`src/rtl/stepper_move_ctrl.sv`:
```
// ============================================================================
// Module   : stepper_move_ctrl
// Purpose  : Commanded-move controller for 4-wire unipolar steppers: issues a
//            counted number of wave/full/half steps at a programmable rate.
// Revision : 1.0 - initial release
// ============================================================================
`default_nettype none

module stepper_move_ctrl #(
    parameter int DIV_W = 32,
    parameter int CNT_W = 16,
    parameter int POS_W = 16,
    parameter bit HOLD  = 1'b1
) (
    input  logic             clock,
    input  logic             reset,
    input  logic             cmd_valid,
    output logic             cmd_ready,
    input  logic             cmd_dir,
    input  logic [CNT_W-1:0] cmd_steps,
    input  logic [DIV_W-1:0] cmd_period,
    input  logic [1:0]       cmd_mode,
    input  logic             en,
    input  logic             stop,
    input  logic             zero_pos,
    output logic             busy,
    output logic             done,
    output logic             aborted,
    output logic             step_pulse,
    output logic [POS_W-1:0] position,
    output logic [3:0]       stepperPins
);

    typedef enum logic [0:0] {
        IDLE = 1'b0,
        RUN  = 1'b1
    } state_t;

    localparam logic [3:0]       c_rst_pins   = HOLD ? 4'b1000 : 4'b0000;
    localparam logic [DIV_W-1:0] c_min_period = DIV_W'(2);

    function automatic logic [3:0] phase_pins(input logic [2:0] idx);
        case (idx)
            3'd0:    phase_pins = 4'b1000;
            3'd1:    phase_pins = 4'b1100;
            3'd2:    phase_pins = 4'b0100;
            3'd3:    phase_pins = 4'b0110;
            3'd4:    phase_pins = 4'b0010;
            3'd5:    phase_pins = 4'b0011;
            3'd6:    phase_pins = 4'b0001;
            default: phase_pins = 4'b1001;
        endcase
    endfunction

    state_t           state_q,   state_d;
    logic [2:0]       idx_q,     idx_d;
    logic [POS_W-1:0] pos_q,     pos_d;
    logic [DIV_W-1:0] cnt_q,     cnt_d;
    logic [DIV_W-1:0] period_q,  period_d;
    logic [CNT_W-1:0] rem_q,     rem_d;
    logic             dir_q,     dir_d;
    logic             half_q,    half_d;
    logic             done_q,    done_d;
    logic             aborted_q, aborted_d;
    logic             step_q,    step_d;
    logic [3:0]       pins_q,    pins_d;

    logic       w_accept;
    logic       w_event;
    logic [2:0] w_delta;
    logic [2:0] w_next_idx;

    assign w_accept   = cmd_valid && (state_q == IDLE);
    assign w_event    = (state_q == RUN) && en && (cnt_q == period_q - DIV_W'(1));
    assign w_delta    = half_q ? 3'd1 : 3'd2;
    assign w_next_idx = dir_q ? (idx_q + w_delta) : (idx_q - w_delta);

    always_comb begin
        state_d   = state_q;
        idx_d     = idx_q;
        pos_d     = pos_q;
        cnt_d     = cnt_q;
        period_d  = period_q;
        rem_d     = rem_q;
        dir_d     = dir_q;
        half_d    = half_q;
        done_d    = 1'b0;
        aborted_d = 1'b0;
        step_d    = 1'b0;
        case (state_q)
            IDLE: begin
                if (zero_pos) begin
                    pos_d = '0;
                end
                if (w_accept) begin
                    dir_d    = cmd_dir;
                    half_d   = cmd_mode[1];
                    period_d = (cmd_period < c_min_period) ? c_min_period : cmd_period;
                    rem_d    = cmd_steps;
                    cnt_d    = '0;
                    // Snap onto the coil pattern family of the requested mode
                    if (cmd_mode == 2'b00) begin
                        idx_d[0] = 1'b0;
                    end else if (cmd_mode == 2'b01) begin
                        idx_d[0] = 1'b1;
                    end
                    if (cmd_steps == '0) begin
                        done_d = 1'b1;
                    end else begin
                        state_d = RUN;
                    end
                end
            end
            default: begin
                if (stop) begin
                    state_d   = IDLE;
                    done_d    = 1'b1;
                    aborted_d = 1'b1;
                end else if (w_event) begin
                    cnt_d  = '0;
                    idx_d  = w_next_idx;
                    pos_d  = dir_q ? (pos_q + POS_W'(1)) : (pos_q - POS_W'(1));
                    step_d = 1'b1;
                    if (rem_q <= CNT_W'(1)) begin
                        rem_d   = '0;
                        state_d = IDLE;
                        done_d  = 1'b1;
                    end else begin
                        rem_d = rem_q - CNT_W'(1);
                    end
                end else if (en) begin
                    cnt_d = cnt_q + DIV_W'(1);
                end
            end
        endcase
        pins_d = ((state_d == RUN) || HOLD) ? phase_pins(idx_d) : 4'b0000;
    end

    always_ff @(posedge clock) begin
        if (!reset) begin
            state_q   <= IDLE;
            idx_q     <= 3'd0;
            pos_q     <= '0;
            cnt_q     <= '0;
            period_q  <= c_min_period;
            rem_q     <= '0;
            dir_q     <= 1'b0;
            half_q    <= 1'b0;
            done_q    <= 1'b0;
            aborted_q <= 1'b0;
            step_q    <= 1'b0;
            pins_q    <= c_rst_pins;
        end else begin
            state_q   <= state_d;
            idx_q     <= idx_d;
            pos_q     <= pos_d;
            cnt_q     <= cnt_d;
            period_q  <= period_d;
            rem_q     <= rem_d;
            dir_q     <= dir_d;
            half_q    <= half_d;
            done_q    <= done_d;
            aborted_q <= aborted_d;
            step_q    <= step_d;
            pins_q    <= pins_d;
        end
    end

    assign cmd_ready   = (state_q == IDLE);
    assign busy        = (state_q == RUN);
    assign done        = done_q;
    assign aborted     = aborted_q;
    assign step_pulse  = step_q;
    assign position    = pos_q;
    assign stepperPins = pins_q;

endmodule

`default_nettype wire

```
`config.mk`:
```
export PLATFORM = sky130hd
export DESIGN_NAME = stepper_move_ctrl
export DESIGN_NICKNAME = d
export VERILOG_FILES = /design/src/rtl/stepper_move_ctrl.sv
export SDC_FILE = /design/constraint.sdc
export NUM_CORES = 1
export LEC_CHECK = 0
export ABC_AREA = 1
export CAP_MARGIN = 15
export CORE_MARGIN = 5
export CORE_UTILIZATION = 40
export CTS_BUF_LIST = sky130_fd_sc_hd__clkbuf_8 sky130_fd_sc_hd__clkbuf_16
export DETAILED_ROUTE_END_ITERATION = 16
export DONT_BUFFER_PORTS = 1
export PLACE_DENSITY = 0.57
export SYNTH_ARGS = -nofsm -noshare
export SYNTH_HDL_FRONTEND = slang
export SYNTH_SLANG_ARGS = --single-unit
export TNS_END_PERCENT = 5
```
`constraint.sdc`:
```
create_clock -name clock -period 2.54 [get_ports clock]
set_input_delay 0.508 -clock clock [delete_from_list [all_inputs] [get_ports clock]]
set_output_delay 0.508 -clock clock [all_outputs]
set_load 0.03 [all_outputs]
```
Word-level counts from Yosys, hierarchy flattened

Index checks and enable logic that the tools add are counted.

Bits in registers: 109
Input bits: 57
Output and inout port bits: 25
Word-level logic and storage cells: 88

Add/subtract/negate cells: 7
$lt $le $gt $ge: 2
Equality and inequality tests: 11
Mux-type cells: 40
Bitwise logic cells: 2
Reduce and logical (&&, ||, !) cells: 14

Operators by type and width:

| operator                                                                          | number |
|---|---|
| 32-bit 2-to-1 mux                                                                 | 6 |
| 16-bit 2-to-1 mux                                                                 | 10 |
| 32-bit by 1-bit adder with 32-bit output, second input constant                   | 1 |
| 32-bit == test                                                                    | 1 |
| 32-bit by 2-bit < comparator with 1-bit output, second input constant             | 1 |
| 16-bit by 1-bit subtractor with 16-bit output, second input constant              | 2 |
| 32-bit by 1-bit subtractor with 32-bit output, second input constant              | 1 |
| 4-bit case mux with 7 select lines                                                | 1 |
| 1-bit 2-to-1 mux                                                                  | 18 |
| 16-bit by 1-bit adder with 16-bit output, second input constant                   | 1 |
| 16-bit by 1-bit less-or-equal comparator with 1-bit output, second input constant | 1 |
| 16-bit zero test                                                                  | 1 |
| 3-bit == test, second input constant                                              | 3 |
| 3-bit 2-to-1 mux                                                                  | 3 |
| 3-bit AND reduction                                                               | 3 |
| 3-bit by 2-bit == test with 1-bit output, second input constant                   | 2 |
| 2-bit 2-to-1 mux                                                                  | 2 |
| 2-bit AND reduction                                                               | 2 |
| 2-bit nonzero test                                                                | 2 |
| 3-bit by 2-bit adder with 3-bit output                                            | 1 |
| 3-bit by 1-bit == test with 1-bit output, second input constant                   | 1 |
| 1-bit logical AND                                                                 | 3 |
| 3-bit zero test                                                                   | 1 |
| 3-bit by 2-bit != test with 1-bit output, second input constant                   | 1 |
| 7 further kinds                                                                   | 8 |

Depth between registers and ports, before layout

Gate-level depths: netlist of run 1.

Word-level depth: 8
Depth in mapped cells: 21

Least setup slack after synthesis of run 1

No wires, ideal clock.

Path kind: reg-to-reg
Start: register dir_q
End: register pos_q[15], in the netlist position[15]
Setup time: 0.132 ns
Data arrival time: 2.349 ns
Setup slack: 0.059 ns
Cell stages (with the launch flop): 14
Cells stage by stage: dfxtp_1 > inv_1 > ha_1 > a21oi_1 > nand2_1 > nand2_1 > o211ai_1 > a21boi_0 > o21ai_0 > nand4_1 > nand2_1 > or2_2 > nand3_1 > a21oi_1

Word-level cells in the longest chain between the ends: 4

RTL lines:

| element                | line | text |
|---|---|---|
| from (decl)            | 61   | `logic dir_q, dir_d;` |
| from (signal assigned) | 160  | `dir_q <= dir_d;` |
| 16-bit 2-to-1 mux      | 122  | `pos_d = dir_q ? (pos_q + POS_W'(1)) : (pos_q - POS_W'(1));` |
| 16-bit 2-to-1 mux      | 119  | `end else if (w_event) begin` |
| 16-bit 2-to-1 mux      | 115  | `if (stop) begin` |
| 16-bit 2-to-1 mux      | 90   | `case (state_q)` |
| to (signal assigned)   | 156  | `pos_q <= pos_d;` |
| to (decl)              | 57   | `logic [POS_W-1:0] pos_q, pos_d;` |

Every way passes these cells. The select of a mux whose other input is x is not followed.
A chain may end at the register's enable or synchronous reset.

Worst setup path in the final report of run 1

Start: register period_q[18]
End: register rem_q[14]

Word-level cells in the longest chain between the ends: 5

RTL lines:

| element                                                   | line | text |
|---|---|---|
| from (decl)                                               | 59   | `logic [DIV_W-1:0] period_q, period_d;` |
| from (signal assigned)                                    | 145  | `period_q <= c_min_period;` |
| from (signal assigned)                                    | 158  | `period_q <= period_d;` |
| 32-bit by 1-bit subtractor with 32-bit output             | 74   | `assign w_event = (state_q == RUN) && en && (cnt_q == period_q - DIV_W'(1));` |
| 32-bit == test                                            | 74   |  |
| 1-bit logical AND                                         | 74   |  |
| 2-bit by 1-bit != test with 1-bit output (no source line) | -    |  |
| 3-bit AND reduction (no source line)                      | -    |  |
| to (signal assigned)                                      | 159  | `rem_q <= rem_d;` |
| to (decl)                                                 | 60   | `logic [CNT_W-1:0] rem_q, rem_d;` |

Every way passes these cells.

==> results of run 1 <==
-- cell usage after synthesis, drive strengths merged (3+ instances only) --
library cell / instances / area (um^2)
nor3: 22 / 110
o2111ai: 5 / 43.8
o41ai: 4 / 35.0
nand3: 61 / 310
o21bai: 7 / 56.3
buf: 7 / 58.8
nand2: 258 / 1010
nand3b: 3 / 22.5
ha: 19 / 238
nor4: 18 / 134
o32ai: 6 / 52.6
o21ai: 83 / 419
nor2: 213 / 861
clkbuf: 26 / 97.6
a21oi: 59 / 295
or2: 13 / 81.3
xnor2: 26 / 228
xor2: 42 / 368
o31ai: 3 / 22.5
nand4: 25 / 156
dfxtp: 109 / 2180
a211oi: 9 / 67.6
inv: 115 / 434
-- placed cells by master (no fill, tap or decap), drive strengths merged, types with 3 or more instances in the layout --
| cell type | Yosys | routed |
|---|---|---|
| nand2 | 258 | 258 |
| nor2 | 213 | 214 |
| inv | 115 | 117 |
| dfxtp | 109 | 109 |
| o21ai | 83 | 83 |
| buf | 7 | 63 |
| nand3 | 61 | 61 |
| a21oi | 59 | 59 |
| xor2 | 42 | 42 |
| xnor2 | 26 | 26 |
| nand4 | 25 | 25 |
| nor3 | 22 | 22 |
| ha | 19 | 19 |
| nor4 | 18 | 18 |
| or2 | 13 | 13 |
| clkbuf | 26 | 12 |
| a211oi | 9 | 9 |
| o21bai | 7 | 7 |
| o32ai | 6 | 6 |
| o2111ai | 5 | 5 |
| o41ai | 4 | 4 |
| nand3b | 3 | 3 |
| o31ai | 3 | 3 |
| clkinv | 2 | 3 |
-- final timing paths --
check,from,to,depth (start not counted)
min,reset,period_q[1],1
min reg2reg,cnt_q[31],cnt_q[31],2
max,period_q[18],rem_q[14],16
max reg2reg,period_q[18],rem_q[14],16
-- kinds of logic (layout without fill, tap and decap cells) --
logic type / count (synthesis) / after routing / synth area share, %
AND/OR/NAND/NOR: 616 / 617 / 36.4
AO/OA/AOI/OAI: 186 / 186 / 14.4
buffers and inverters: 150 / 197 / 8.05
flip-flops: 109 / 109 / 29.4
XOR/XNOR: 68 / 68 / 8.02
adder cells (fa/ha/maj): 21 / 21 / 3.74
-- power breakdown --
part | switching, mW | internal, mW
registers | 0.103 | 1.78
clock network | 0.697 | 0.922
logic | 0.583 | 0.344
total | 1.38 | 3.05
-- sequential cells by signal, indices dropped and copies added (netlist names), 3 cells and up --
signal / count
cnt_q: 32
period_q: 32
position: 16
rem_q: 16
stepperPins: 4
idx_q: 3
-- worst max-delay path: stages (launching register included) --
cell	delay, ps
dfxtp_1	370
nor2_1	170
nand2_1	100
nor2_2	130
nand2_1	130
nor2_1	120
nand2_1	50
nand2_1	120
nand2_1	110
nor2_4	150
nand3_2	110
nor2_4	210
nand2_4	140
nand2_8	130
buf_12	120
a21oi_1	60
o21a_1	130
-- routing by layer --
metal  vias up  track usage (%)  wire length [um]
li1       3860                -                 -
met1      3511             25.7              9910
met2       168             35.3             10800
met3        29             4.00              1150
met4         0             6.07               520
met5         -                0                 0
-- repair_timing --
| action | CTS | global route |
|---|---|---|
| pin swaps | 0 | 24 |
| gates cloned | 0 | 2 |
| buffers inserted | 0 | 8 |
| gates resized for setup | 4 | 110 |
| setup endpoints to repair | 7 | 73 |
-- area by class of cell --
type	instances	area [um^2]	area share [%]
multi-input cells	892	4960	56.6
flip-flops and latches	109	2200	25.1
repair buffers	64	539	6.15
inverters	117	447	5.09
well taps	229	287	3.27
clock buffers	11	253	2.88
clock inverters	5	81.3	0.927
==> impl_results.rst, run 1 <==
.. list-table::
   :header-rows: 1

   * - Metric
     - Value
   * - Largest net degree at the start of global routing
     - 60
   * - Non-filler cells in the finished layout
     - roughly 1400
   * - P&R area growth vs syn
     - 18.1%
   * - EDFF count, synth
     - 0
   * - CTS tree
     - yes
   * - Period utilisation layout
     - a little over nine tenths
   * - Worst path required time
     - ~2800 ps
   * - Utilization of the core after routing
     - 48.4%
   * - Yosys reg bits
     - 109
   * - Clock transition at the registers of the reported paths
     - around 80 ps
   * - Routed via count
     - 7568
   * - Setup slack of the critical path after layout
     - 95.1 ps
   * - Horizontal die dimension
     - approximately 150 um
   * - Port Buffer Count
     - 0
   * - Slew @ Worst Pin
     - 556 ps
   * - Vias in the first global route
     - approximately 7200
   * - Starting density of the core
     - 40.9%
   * - Max-slew violation total from the final report
     - 0
   * - Critical path arrival
     - 2710 ps
   * - Final Hold Violating Endpoints
     - 0
   * - Pre-antenna DRT Iters
     - 6
   * - Total power draw
     - 4.43 mW
   * - Total Nets Final
     - 1271
   * - DRC violation total after the first TritonRoute iteration
     - 379
   * - Placed Instance Area
     - between 0.008 and 0.009 mm^2
   * - Maximum clock path buffer count
     - 2
   * - Power density over the cells
     - 505 mW/mm^2
   * - Area of the die
     - 0.0214 mm^2
   * - Total overflow reported by the global router
     - 0
   * - Height of the chip
     - 146 um
   * - Final worst hold slack
     - 227 ps
   * - Yosys warnings
     - 0
   * - Fraction of synthesis flops using an asynchronous set or reset pin
     - 0%
   * - Leakage power figure
     - between 3 and 4 nW
   * - Startpoint Class
     - flip-flop
   * - Fillers
     - 1908
   * - Syn Inst Count
     - 1150
   * - Proportion of layout cells with a drive suffix above 1
     - 16.9%
   * - Clock buffers created by TritonCTS
     - 9
   * - Hold buffers post-CTS
     - 0
   * - First-pass GRT wire length
     - 36000 um
   * - Highest attainable clock frequency
     - 409 MHz
   * - Summed area of non-filler cells in the final layout
     - 0.00877 mm^2
   * - Worst-case clock skew
     - 9.59 ps
   * - Root buffer cell
     - clkbuf_16
   * - Number of design rule violations left after detail routing
     - 0
   * - Tightest Hold Check Type
     - in -> reg
   * - Total nets after synthesis
     - between 1000 and 1500
   * - Reg-to-reg setup timing slack
     - 100 ps
   * - Detailed-placement wirelength estimate
     - around 17000 um
   * - Sink count of the clock tree
     - ~110
   * - Run status
     - finished clean
   * - Setup violations, final
     - 0
   * - Final weighted congestion in routability-driven placement
     - approximately 0.94
   * - Seq/Total Area, Yosys
     - 29.4%
   * - Max VDD drop
     - 329 uV
   * - Total I/O pin count
     - slightly above 80
   * - Distinct cells, synth
     - 51
   * - Count of placed standard cells including taps
     - 1401
   * - Highest net fanout along the worst path
     - 7
   * - Global router's overall resource usage
     - 20.4%
   * - Mean number of vias per cell
     - 5.30
   * - Synth Cell Area
     - 0.00743 mm^2
   * - Slew margin rel.
     - 62.9%
   * - H-Tree Depth
     - 3
   * - Final wirelength
     - 22400 um
   * - Later-pin clock latency in the skew report
     - 360 ps
   * - Mean Syn Cell Area
     - about 6.5 um^2
   * - Per-cell routed wire length
     - 15.7 um
   * - Max-capacitance violation count
     - 0
   * - Minimum setup slack after placement
     - -50.9 ps
   * - Setup repair after global routing missed its margin
     - yes
   * - Type of destination of the critical path
     - flip-flop
   * - Antenna cell count
     - 0
   * - Antenna-violating nets left
     - 0
   * - Initial antenna violation count
     - 0
   * - Number of placement rows
     - 49
   * - Core region area
     - 0.0181 mm^2
   * - Final worst path period need
     - 2440 ps
   * - Total Negative Setup Slacks
     - 0 ps
   * - Worst setup path class
     - reg -> reg
   * - Synth Flop Type
     - dfxtp_1
No activity file was read; power rests on OpenSTA's default activity.
==> run 2, diff against run 1 <==
Settings changed: SLEW_MARGIN set to 20.
==> results of run 2 <==
Same layout as run 1: the final DEF is identical, and so are final timing and power.
